### config.mk
export PLATFORM = sky130hd
export DESIGN_NAME = card_dispatch_arbiter
export DESIGN_NICKNAME = d
export VERILOG_FILES = /design/src/rtl/card_dispatch_arbiter.sv
export SDC_FILE = /design/constraint.sdc
export NUM_CORES = 1
export LEC_CHECK = 0
export BUFFER_PORTS_ARGS = -buffer_cell sky130_fd_sc_hd__buf_2
export CAP_MARGIN = 5
export CORE_MARGIN = 8
export CORE_UTILIZATION = 35
export DETAILED_ROUTE_END_ITERATION = 6
export PLACE_DENSITY = 0.54
export SYNTH_ARGS = -nofsm -noshare
export SYNTH_HDL_FRONTEND = slang
export SYNTH_SLANG_ARGS = --single-unit
### constraint.sdc
create_clock -name i_clk -period 2.3 [get_ports i_clk]
set_clock_uncertainty 0.15 [all_clocks]
set_input_delay 0.115 -clock i_clk [delete_from_list [all_inputs] [get_ports i_clk]]
set_output_delay 0.115 -clock i_clk [all_outputs]
set_load 0.02 [all_outputs]
### src/rtl/card_dispatch_arbiter.sv
// card_dispatch_arbiter
//
// Shares one card deck between the player and dealer hand controllers.
// It runs the opening four-card deal (player, dealer, player, dealer) when
// i_newRound arrives, and otherwise serves single-card hit requests. When
// both hands ask at once, they take turns. Each card is fetched with one
// draw strobe. The deck answers DECK_LATENCY cycles later. The card is
// registered and then handed to exactly one hand with a one-cycle load pulse.
//
// Handshake: i_playerReq / i_dealerReq are levels. They are looked at only
// while the arbiter is idle. A requester drops its level on the edge where
// it sees its load pulse; a level still high after that counts as a new
// request. o_deckDraw is a one-cycle strobe, and i_deckCard must be valid
// exactly DECK_LATENCY cycles later. o_card is valid while o_playerLoad or
// o_dealerLoad is high, and holds its value otherwise.
//
// Ports:
//   i_clk, i_reset     clock (rising edge), asynchronous active-high reset
//   i_newRound         pulse, start the opening deal (ignored unless idle)
//   i_playerReq        level, player wants a card
//   i_dealerReq        level, dealer wants a card
//   o_deckDraw         draw strobe to the deck
//   i_deckCard         card from the deck
//   o_card             registered card for the hand being loaded
//   o_playerLoad       player hand adds o_card
//   o_dealerLoad       dealer hand adds o_card
//   o_busy             high whenever the FSM is not idle
//   o_dealDone         pulses with the fourth opening-deal load
//   o_lastGrant        0 = last card went to player, 1 = to dealer
module card_dispatch_arbiter #(
  parameter int DECK_LATENCY = 1,
  parameter int CARD_W       = 6
) (
  input  logic              i_clk,
  input  logic              i_reset,
  input  logic              i_newRound,
  input  logic              i_playerReq,
  input  logic              i_dealerReq,
  output logic              o_deckDraw,
  input  logic [CARD_W-1:0] i_deckCard,
  output logic [CARD_W-1:0] o_card,
  output logic              o_playerLoad,
  output logic              o_dealerLoad,
  output logic              o_busy,
  output logic              o_dealDone,
  output logic              o_lastGrant
);

  localparam logic [1:0] S_IDLE    = 2'd0;
  localparam logic [1:0] S_ISSUE   = 2'd1;
  localparam logic [1:0] S_WAIT    = 2'd2;
  localparam logic [1:0] S_DELIVER = 2'd3;

  // The wait counter counts down to zero. The card is captured on the
  // cycle the counter reads zero, so the counter starts at DECK_LATENCY-1.
  localparam logic [2:0] WAIT_LOAD = 3'(DECK_LATENCY - 1);

  logic [1:0] state;
  logic [2:0] waitCnt;
  logic       dealMode;
  logic [1:0] dealIdx;
  logic       target;    // 0 = player, 1 = dealer

  // Every output is a flop. Each output is set on the edge that enters the
  // state it belongs to, so each pulse lines up with its state cycle.
  always_ff @(posedge i_clk or posedge i_reset) begin
    if (i_reset) begin
      state        <= S_IDLE;
      waitCnt      <= '0;
      dealMode     <= 1'b0;
      dealIdx      <= 2'd0;
      target       <= 1'b0;
      o_deckDraw   <= 1'b0;
      o_card       <= '0;
      o_playerLoad <= 1'b0;
      o_dealerLoad <= 1'b0;
      o_busy       <= 1'b0;
      o_dealDone   <= 1'b0;
      o_lastGrant  <= 1'b1;
    end else begin
      o_deckDraw   <= 1'b0;
      o_playerLoad <= 1'b0;
      o_dealerLoad <= 1'b0;
      o_dealDone   <= 1'b0;
      case (state)
        S_IDLE: begin
          if (i_newRound) begin
            dealMode   <= 1'b1;
            dealIdx    <= 2'd0;
            target     <= 1'b0;
            state      <= S_ISSUE;
            o_deckDraw <= 1'b1;
            o_busy     <= 1'b1;
          end else if (i_playerReq || i_dealerReq) begin
            // On a tie, the side that did not get the last card wins.
            // With only one requester, i_dealerReq alone names the target.
            target     <= (i_playerReq && i_dealerReq) ? ~o_lastGrant : i_dealerReq;
            state      <= S_ISSUE;
            o_deckDraw <= 1'b1;
            o_busy     <= 1'b1;
          end else begin
            o_busy <= 1'b0;
          end
        end
        S_ISSUE: begin
          state   <= S_WAIT;
          waitCnt <= WAIT_LOAD;
          o_busy  <= 1'b1;
        end
        S_WAIT: begin
          o_busy <= 1'b1;
          if (waitCnt == 3'd0) begin
            o_card       <= i_deckCard;
            state        <= S_DELIVER;
            o_playerLoad <= ~target;
            o_dealerLoad <= target;
            o_lastGrant  <= target;
            o_dealDone   <= dealMode && (dealIdx == 2'd3);
          end else begin
            waitCnt <= waitCnt - 3'd1;
          end
        end
        S_DELIVER: begin
          if (dealMode && (dealIdx != 2'd3)) begin
            // Deal order alternates player/dealer, so bit 0 of the next
            // index names the next target.
            dealIdx    <= dealIdx + 2'd1;
            target     <= ~dealIdx[0];
            state      <= S_ISSUE;
            o_deckDraw <= 1'b1;
            o_busy     <= 1'b1;
          end else begin
            dealMode <= 1'b0;
            dealIdx  <= 2'd0;
            state    <= S_IDLE;
            o_busy   <= 1'b0;
          end
        end
        default: begin
          state  <= S_IDLE;
          o_busy <= 1'b0;
        end
      endcase
    end
  end

endmodule

==> summary.md <==
| Metric | Value |
|---|---|
| Outcome | completed |
| Worst-Skew Late Latency | 310 ps |
| Most frequent cells after synthesis | dfrtp_1 (20), inv_1 (9), ha_1 (8), mux2_2 (8), nor2_1 (5) |
| Total Routing Usage GR | 9.09% |
| Netlist cell types | 29 |
| Share of cells above drive strength 1 | between 30% and 40% |
| Endpoints failing setup | 0 |
| Pre-CTS setup slack | 503 ps |
| Vias | roughly 700 |
| Initial antenna violation count | 0 |
| Final hold vios | 0 |
| R2r setup slk | 480 ps |
| Area leader, netlist | dfrtp_1 |
| GPL Wtd Cong | between 0.7 and 0.8 |
| Register area share after synthesis | 52.0% |
| Boundary pin count | 23 |
| Setup CP Type | reg2reg |
| Top cell type's share of synthesized area | 49.4% |
| Hold WC Path Type | in2reg |
| Net count reported at finish | between 100 and 150 |
| Most common cell in the netlist | dfrtp_1 |
| Ys Warns | 0 |
| Area Overhead vs Synth | 24.4% |
| Synth Cell Area | 1010 sq um |
| Die Ht | 69.8 um |
| Post-Route WL | 2.05 mm |
| First DRT Iteration DRCs | 26 |
| Drt first pass iters | 4 |
| Fin crit share | 79.0% |
| Max Cap Viol | 0 |
| PortBufs | 22 |
| Worst-path fanout max | 5 |
| CP Capture Point | state[1] |
| Hold slack | 64.7 ps |
| Slew margin rel. | 47.5% |
| Final count of pins violating max slew | 0 |
| Critical R2R Launch | state[0] |
| WP data required | roughly 2400 ps |
| # H-tree levels | 1 |
| Asr flop ratio synth | 100% |
| Clock Tree Buf Depth | 2 |
| Minimum clock period | 1820 ps |
| Clock Pin Slew Worst Setup and Hold Paths | roughly 120 ps |
| Reg2reg path depth | 5 |
| Critical Path Sink Type | register |
| Fmax | roughly 0.55 GHz |
| Core Rows | 19 |
| Wire length per cell | 14.1 um |
| Global route overflow | 0 |
| Vias in the first global route | around 800 |
| #FFs+latches synth | 21 |
| Final WS setup | 484 ps |
| PwrDens | 1260 nW/um^2 |
| Antenna cells | 0 |
| P_leak | ~0.61 nW |
| Syn avg cell area | 12.5 sq um |
| Final ANT Viol Nets | 0 |
| TritonCTS Buffers | 3 |
| CP Data Arrival Time | roughly 1900 ps |
| Max VDD drop | between 700 and 800 uV |
| CTS resizes | 0 |
| Vias/cell | roughly 4.8 |
| Pin count of the biggest net entering global routing | 22 |
| CTS tree | yes |
| First-pass GRT wire length | 3.69 mm |
| Die area | 4870 sq um |
| Post-DP HPWL | roughly 1.6 mm |
| Total power | 1.58 mW |
| Worst-Margin Slew | 786 ps |
| R2R Path End | state[1] |
| Detailed-route DRC error count | 0 |
| RSZ-0062 raised after global routing | no |
| Die W | 69.8 um |
| Syn_nets | 100 |
| Count of flip-flops with a built-in enable after synthesis | 0 |
| Fin util | 45.6% |
| TNS Setup | 0 ps |
| CTS Sinks | 21 |
| Core Area | approximately 2800 sq um |
| Crit path launch | state[0] |
| Synth Instances | between 80 and 90 |
| Clk Tree Root Cell | clkbuf_4 |
| Critical Path Start Type | register |
| Post-synth top flop | dfrtp_1 |
| Area contributors post-synth | dfrtp_1 (49%), ha_1 (9.9%), mux2_2 (8.9%) |
| Initial core utilization | 36.7% |
## metal layers
metal | global-route usage [%] | vias to the layer above | share of wire (%)
met5 | 0 | - | 0
met2 | 15.6 | 12 | 49
met4 | 1.34 | 0 | 0.34
met3 | 3.72 | 2 | 4.1
met1 | 10.4 | 330 | 46
li1 | - | 347 | -
## stage by stage
stage | cell area (sq um) | instances
after floorplan | 1010 | 81
after global placement | 1160 | 134
after detailed placement | 1160 | 134
after CTS | 1260 | 145
after global routing | 1260 | 145
final | 1260 | 145
## cells by family after synthesis
logic type,synth area share [%]
and+or+nand+nor,12.0
muxes,11.9
AOI/OAI and AO/OA,10.9
adders and majority gates,9.89
DFF,52.0
buffers and inverters,3.34
## final cells by class
class                           count  area [sq um]
Fill cell                         262          1500
Sequential cell                    21           527
Multi-Input combinational cell     51           452
Timing Repair Buffer               29           180
Tap cell                           31          38.8
Inverter                            9          33.8
Clock buffer                        3          22.5
Clock inverter                      1          5.00
## worst max-delay path, cell delays in order, from the launching register on
cell,delay (ps)
dfrtp_1,430
inv_1,140
ha_1,270
nor4b_4,340
nor2_2,80
mux2_4,300
## worst min path at each step
stage | depth (start not counted) | start | slack [ps] | to
floorplan | 1 | i_reset | -60 | dealIdx[0]
global placement | 2 | i_reset | 150 | o_card[4]
detailed placement | 2 | i_reset | 170 | o_card[5]
CTS | 3 | i_playerReq | 50 | o_busy
global route | 3 | i_playerReq | 110 | o_busy
finish | 3 | i_playerReq | 60 | o_busy
## state kept, by name, summed over array words and instances, names as in the netlist
name	count
dealMode	1
o_playerLoad	1
o_card	6
state	2
o_deckDraw	1
o_busy	1
target	1
o_lastGrant	1
dealIdx	2
waitCnt	3
o_dealDone	1
o_dealerLoad	1
## layout by cell type (no fill, tap or decap), types with 2 or more instances in the layout
| master | n |
|---|---|
| o2bb2ai_1 | 2 |
| nor2b_1 | 2 |
| mux2_2 | 8 |
| clkbuf_4 | 3 |
| dlygate4sd3_1 | 7 |
| nand2b_1 | 4 |
| o31ai_1 | 2 |
| nor2_1 | 5 |
| ha_1 | 8 |
| inv_1 | 9 |
| dfrtp_1 | 20 |
| buf_2 | 22 |
| mux2_4 | 2 |
## repair_timing
action / CTS / global route
hold buffers: 7 / 0
buffers inserted: 0 / 0
endpoints found under the hold margin: 26 / 0
## power breakdown
part | internal [mW] | switching [mW]
logic | 0.365 | 0.439
clock network | 0.0650 | 0.115
registers | 0.518 | 0.0815
total | 0.948 | 0.636
No activity file was read; power rests on OpenSTA's default activity.
